## src/rtl/filter_sample_sequencer.sv

```systemverilog
// Sample-rate sequencer: tick -> ADC capture -> filter strobe -> settle -> registered band output.
// Optional feature macro SEQ_OVERRUN_CNT_EN adds a saturating overrun/ADC-error counter output.
`timescale 1ns/1ps

module filter_sample_sequencer #(
   parameter int SIZE     = 22,
   parameter int DIV      = 1000,
   parameter int FILT_LAT = 3,
   parameter int ADC_TMO  = 64
) (
   input  logic                   i_clk,
   input  logic                   i_rst_n,
   input  logic                   i_en,
   input  logic                   i_sel_valid,
   input  logic [1:0]             i_sel,
   input  logic                   i_adc_done,
   input  logic signed [SIZE-1:0] i_y_a,
   input  logic signed [SIZE-1:0] i_y_b,
   input  logic signed [SIZE-1:0] i_y_c,
   input  logic                   i_dout_ready,
   output logic                   o_adc_start,
   output logic                   o_filt_en,
   output logic signed [SIZE-1:0] o_dout,
   output logic                   o_dout_valid,
   output logic [1:0]             o_sel_cur,
   output logic                   o_busy,
   output logic                   o_overrun,
`ifdef SEQ_OVERRUN_CNT_EN
   output logic                   o_adc_err,
   output logic [15:0]            o_overrun_cnt
`else
   output logic                   o_adc_err
`endif
);

   localparam int TW = $clog2(DIV);
   localparam int AW = $clog2(ADC_TMO);
   localparam int LW = $clog2(FILT_LAT + 1);

   localparam logic [TW-1:0] TCNT_MAX    = TW'(DIV - 1);
   localparam logic [AW-1:0] TMO_MAX     = AW'(ADC_TMO - 1);
   localparam logic [LW-1:0] SETTLE_LOAD = LW'(FILT_LAT - 1);

   localparam logic [2:0] S_IDLE     = 3'd0;
   localparam logic [2:0] S_START    = 3'd1;
   localparam logic [2:0] S_WAIT_ADC = 3'd2;
   localparam logic [2:0] S_FILTER   = 3'd3;
   localparam logic [2:0] S_SETTLE   = 3'd4;
   localparam logic [2:0] S_OUTPUT   = 3'd5;

   logic [TW-1:0]          r_tcnt;
   logic [2:0]             r_state;
   logic [2:0]             w_state_next;
   logic [AW-1:0]          r_tmo;
   logic [LW-1:0]          r_scnt;
   logic [1:0]             r_sel_pend;
   logic [1:0]             r_sel_cur;
   logic                   r_adc_start;
   logic                   r_filt_en;
   logic signed [SIZE-1:0] r_dout;
   logic                   r_dout_valid;
   logic                   r_busy;
   logic                   r_overrun;
   logic                   r_adc_err;

   logic                   w_tick;
   logic                   w_handshake;
   logic                   w_timeout;
   logic                   w_overrun;
   logic signed [SIZE-1:0] w_band;

   assign w_tick      = i_en && (r_tcnt == TCNT_MAX);
   assign w_handshake = (r_state == S_OUTPUT) && i_dout_ready;
   assign w_timeout   = (r_state == S_WAIT_ADC) && !i_adc_done && (r_tmo == TMO_MAX);
   // A tick is only consumed from IDLE or by an OUTPUT handshake that restarts in the same cycle.
   assign w_overrun   = w_tick && (r_state != S_IDLE) && !w_handshake;

   always_comb begin
      w_state_next = r_state;
      case (r_state)
         S_IDLE:     if (w_tick) w_state_next = S_START;
         S_START:    w_state_next = S_WAIT_ADC;
         S_WAIT_ADC: begin
            if (i_adc_done)          w_state_next = S_FILTER;
            else if (r_tmo == TMO_MAX) w_state_next = S_IDLE;
         end
         S_FILTER:   w_state_next = S_SETTLE;
         S_SETTLE:   if (r_scnt == '0) w_state_next = S_OUTPUT;
         S_OUTPUT:   if (i_dout_ready) w_state_next = w_tick ? S_START : S_IDLE;
         default:    w_state_next = S_IDLE;
      endcase
   end

   always_comb begin
      case (r_sel_cur)
         2'd1:    w_band = i_y_b;
         2'd2:    w_band = i_y_c;
         default: w_band = i_y_a;
      endcase
   end

   always_ff @(posedge i_clk or negedge i_rst_n) begin
      if (!i_rst_n) begin
         r_tcnt       <= '0;
         r_state      <= S_IDLE;
         r_tmo        <= '0;
         r_scnt       <= '0;
         r_sel_pend   <= 2'd0;
         r_sel_cur    <= 2'd0;
         r_adc_start  <= 1'b0;
         r_filt_en    <= 1'b0;
         r_dout       <= '0;
         r_dout_valid <= 1'b0;
         r_busy       <= 1'b0;
         r_overrun    <= 1'b0;
         r_adc_err    <= 1'b0;
      end else begin
         if (!i_en || r_tcnt == TCNT_MAX) r_tcnt <= '0;
         else                             r_tcnt <= r_tcnt + TW'(1);

         r_state      <= w_state_next;
         r_adc_start  <= (w_state_next == S_START);
         r_filt_en    <= (w_state_next == S_FILTER);
         r_dout_valid <= (w_state_next == S_OUTPUT);
         r_busy       <= (w_state_next != S_IDLE);
         r_overrun    <= w_overrun;
         r_adc_err    <= w_timeout;

         if (r_state == S_START)         r_tmo <= '0;
         else if (r_state == S_WAIT_ADC) r_tmo <= r_tmo + AW'(1);

         if (r_state == S_FILTER)                       r_scnt <= SETTLE_LOAD;
         else if (r_state == S_SETTLE && r_scnt != '0)  r_scnt <= r_scnt - LW'(1);

         if (i_sel_valid && i_sel != 2'd3) r_sel_pend <= i_sel;
         // Band switches only here, so a sample in flight keeps the band it started with.
         if (r_state == S_FILTER) r_sel_cur <= r_sel_pend;

         if (r_state == S_SETTLE && r_scnt == '0) r_dout <= w_band;
      end
   end

`ifdef SEQ_OVERRUN_CNT_EN
   logic [15:0] r_ovr_cnt;
   logic [16:0] w_ovr_sum;

   assign w_ovr_sum = {1'b0, r_ovr_cnt} + 17'(w_overrun) + 17'(w_timeout);

   always_ff @(posedge i_clk or negedge i_rst_n) begin
      if (!i_rst_n)          r_ovr_cnt <= 16'h0000;
      else if (w_ovr_sum[16]) r_ovr_cnt <= 16'hFFFF;
      else                   r_ovr_cnt <= w_ovr_sum[15:0];
   end

   assign o_overrun_cnt = r_ovr_cnt;
`endif

   assign o_adc_start  = r_adc_start;
   assign o_filt_en    = r_filt_en;
   assign o_dout       = r_dout;
   assign o_dout_valid = r_dout_valid;
   assign o_sel_cur    = r_sel_cur;
   assign o_busy       = r_busy;
   assign o_overrun    = r_overrun;
   assign o_adc_err    = r_adc_err;

endmodule

```

## config.mk

```make
export PLATFORM = sky130hd
export DESIGN_NAME = filter_sample_sequencer
export DESIGN_NICKNAME = d
export VERILOG_FILES = /design/src/rtl/filter_sample_sequencer.sv
export SDC_FILE = /design/constraint.sdc
export NUM_CORES = 1
export LEC_CHECK = 0
export ABC_AREA = 1
export CAP_MARGIN = 20
export CORE_UTILIZATION = 45
export DETAILED_ROUTE_END_ITERATION = 10
export PLACE_DENSITY = 0.8
export REMOVE_ABC_BUFFERS = 1
export SYNTH_ARGS = -nofsm -noshare
export SYNTH_HDL_FRONTEND = slang
export SYNTH_SLANG_ARGS = --single-unit
```

## constraint.sdc

```tcl
create_clock -name i_clk -period 1.5 [get_ports i_clk]
set_input_delay 0.375 -clock i_clk [delete_from_list [all_inputs] [get_ports i_clk]]
set_output_delay 0.375 -clock i_clk [all_outputs]
set_load 0.005 [all_outputs]
```

==> results.cfg <==
[critical_path]
crit_start = o_sel_cur[0]$_DFFE_PN0P_
critPathLaunchType = flop
rr_endpoint = o_dout[9]$_DFFE_PN0P_
r2r_slack_ns = 0.06
arrival_ns = 1.63
rr_worst_depth = 9
r2r-start = o_sel_cur[0]$_DFFE_PN0P_
worstSetupEndpointType = flop
crit_required_ns = 1.70
path_class = flop to flop
worst-path-max-fanout = 22

[final_layout]
final_common_cell = nand2_1
drive_gt1_share_pct = 8.85
multi_input_area_um2 = 1340
most-common-layout-cells = nand2_1, clkdlybuf4s50_1, dfrtp_1
seq_area_um2 = 1330
final_cells = 561
n_antenna_cell = 0
fillers = 487
synthToLayoutAreaGrowth_pct = 47.7
fin_nets = 564

[logic_synthesis]
ys.flop_type = dfrtp_1
synthArstFlopShare_pct = 100
ys_ff_latch = 53
synth_area_leaders = dfrtp_1, nand2_1, a22o_1
synth.avg_cell_area_um2 = 7.60
ys_types = 26
synth_top_cell_by_area = dfrtp_1
yosys_warnings = 0
yosys.area.top_type_share_pct = 47.0
synth_area_um2 = 2820
synth_seq_area_share_pct = 47.0
synth_edf_count = 0
synth_cells = 371

[timing]
finalClockSkew_ns = 0.00612
fin_crit_sh_pct = 95.7
max_slew_margin_pct = 74.5
whs_ns = 0.0443
setup_violations = 0
rsz0062_at_grt = true
period_minus_slack_ns = 1.44
hold_viol = 0
max_freq_mhz = 696
slew_violations = 0
worst_slew_pin_slew_ns = 0.381

[global_routing]
grt_overflow_total = 0
use_met2_pct = 42.1
grt_pass1_vias = 2639
busiest_layer = met2
grt_pass1_wl_um = 11700
antenna_found_initial = 0
met3_usage_pct = 5.51
track_usage_pct = 23.4
use_met1_pct = 27.8
grt_max_degree = 54

[drt]
drtAntennaViolNets = 0
vias_per_cell = 5.04
via_count = 2829
firstDrtPassIters = 4
drtIter0Drc = 135
wl_per_cell_um = 13.8
remaining_drc_errors = 0
drt-total-wl_um = 7760

[placed_design]
place_congestion = 0.830
port_buffers = 103
dpl.cell_count = 548
dp.final_hpwl_um = 5520

[hold_path]
worstHoldPathType = input pin to asynchronous set/reset pin

[clock_tree]
clkSinkCount = 53
clkTransAtPathRegs_ns = 0.09
root_buffer = clkbuf_8
htreeDepth = 2
clk-insertion-delay-late_ns = 0.31
cts_buffers = 5
cts.path.max_buffers = 2
cts_tree = yes
hold_buffers = 0

[power_and_ir_drop]
internal_power_mw = 1.96
swShare_pct = 21.7
power_density_nw_per_um2 = 602
leakagePower_nw = 1.98
p_sw_uw = 545
combPwrFrac_pct = 11.4
p_seq_share_pct = 57.8
vdd_ir_drop_max_uv = 416
clock_power_share_pct = 30.8

[floorplanning]
ioPinCount = 104
fp.dieH_um = 81.1
dieWidth_um = 81.1
core_area_um2 = 5990
die-area_um2 = 6580
initial_utilization_pct = 47.1
rows = 28

[run_status]
run_status = finished clean

[flow_run]
max_cap_viol_count = 0
-- power groups by stage --
stage / Combinational, mW / Clock, mW / Sequential, mW
final: 0.286 / 0.771 / 1.45
after global placement: 0.285 / 0 / 1.48
after CTS: 0.289 / 0.792 / 1.45
after floorplan: 0.0465 / 0 / 1.48
after global routing: 0.317 / 0.839 / 1.45
after detailed placement: 0.287 / 0 / 1.48
-- final cells by class --
| cell class | count | share of cell area [%] |
|---|---|---|
| Inverter | 32 | 2.95 |
| Clock inverter | 2 | 0.240 |
| Multi-Input combinational cell | 274 | 32.1 |
| Clock buffer | 6 | 1.74 |
| Timing Repair Buffer | 119 | 28.9 |
| Tap cell | 75 | 2.25 |
| Sequential cell | 53 | 31.9 |
-- cells by family after synthesis --
logic type                 count (synthesis)  synth area share, %
and+or+nand+nor                          225                 32.8
DFF                                       53                 47.0
buffers and inverters                     44                 6.75
AOI/OAI and AO/OA                         42                 10.5
adders and majority gates                  5                 2.22
xor gates and xnor gates                   1                0.311
muxes                                      1                0.355
-- worst max-delay path, cell delays in order (launching register included) --
cell and delay [ns]:
dfrtp_1 0.39, buf_6 0.12, inv_2 0.05, ha_4 0.16, buf_12 0.15, a22o_1 0.23, nand2_1 0.05, nand2_1 0.06
nand2_1 0.06, nand2_1 0.06
-- flip-flops by register name, summed over array words and instances, names as in the netlist --
register	count
r_state	3
o_sel_cur	2
o_busy	1
r_tmo	6
o_filt_en	1
o_adc_err	1
r_tcnt	10
o_adc_start	1
o_dout	22
r_scnt	2
o_dout_valid	1
r_sel_pend	2
o_overrun	1
-- what timing repair did --
action                     4_1_cts  5_1_grt
gates cloned                     0        2
pin swaps                        0        1
buffers inserted                 3        0
setup endpoints to repair       30       27
resized for setup               30       13
hold endpoints to repair         0        0
-- metrics by stage --
stage	worst slack (ns)	total power [mW]	setup TNS, ns	cell area [µm²]	utilization [%]
2_1_floorplan	-0.231	1.52	-5.09	2750	-
3_3_place_gp	0.0584	1.76	0	4000	66.8
3_5_place_dp	0.0249	1.76	0	4000	66.8
4_1_cts	0.0243	2.53	0	4070	67.9
5_1_grt	-0.00835	2.61	-0.00928	4160	69.5
6_report	0.0638	2.51	0	4160	69.5
-- how the worst max path moves through the flow --
stage	end	slack, ns	depth (start not counted)
finish	o_dout[9]$_DFFE_PN0P_	0.06	9
global route	o_dout[9]$_DFFE_PN0P_	-0.008	9
CTS	o_dout[2]$_DFFE_PN0P_	0.02	9
detailed placement	o_busy$_DFF_PN0_	0.02	7
global placement	o_busy$_DFF_PN0_	0.06	7
floorplan	o_dout[0]$_DFFE_PN0P_	-0.23	7
-- per-layer routing --
layer  part of all wire, %  up-vias
li1                      -     1408
met1                    43     1309
met2                    47      101
met3                   9.3       11
met4                   1.0        0
met5                     0        -
-- Yosys cell counts, types with 2 or more instances --
cell,instances
a22o_1,22
nor3_1,6
dfrtp_1,53
inv_2,3
nor2_1,26
nand4_1,5
nand3_2,2
inv_1,29
buf_6,2
nand3_1,13
ha_1,5
buf_2,2
o21ai_0,13
nand2_1,167
clkbuf_1,6
nand2_2,2
a21oi_1,5
buf_4,2
No activity file was read; power rests on OpenSTA's default activity.
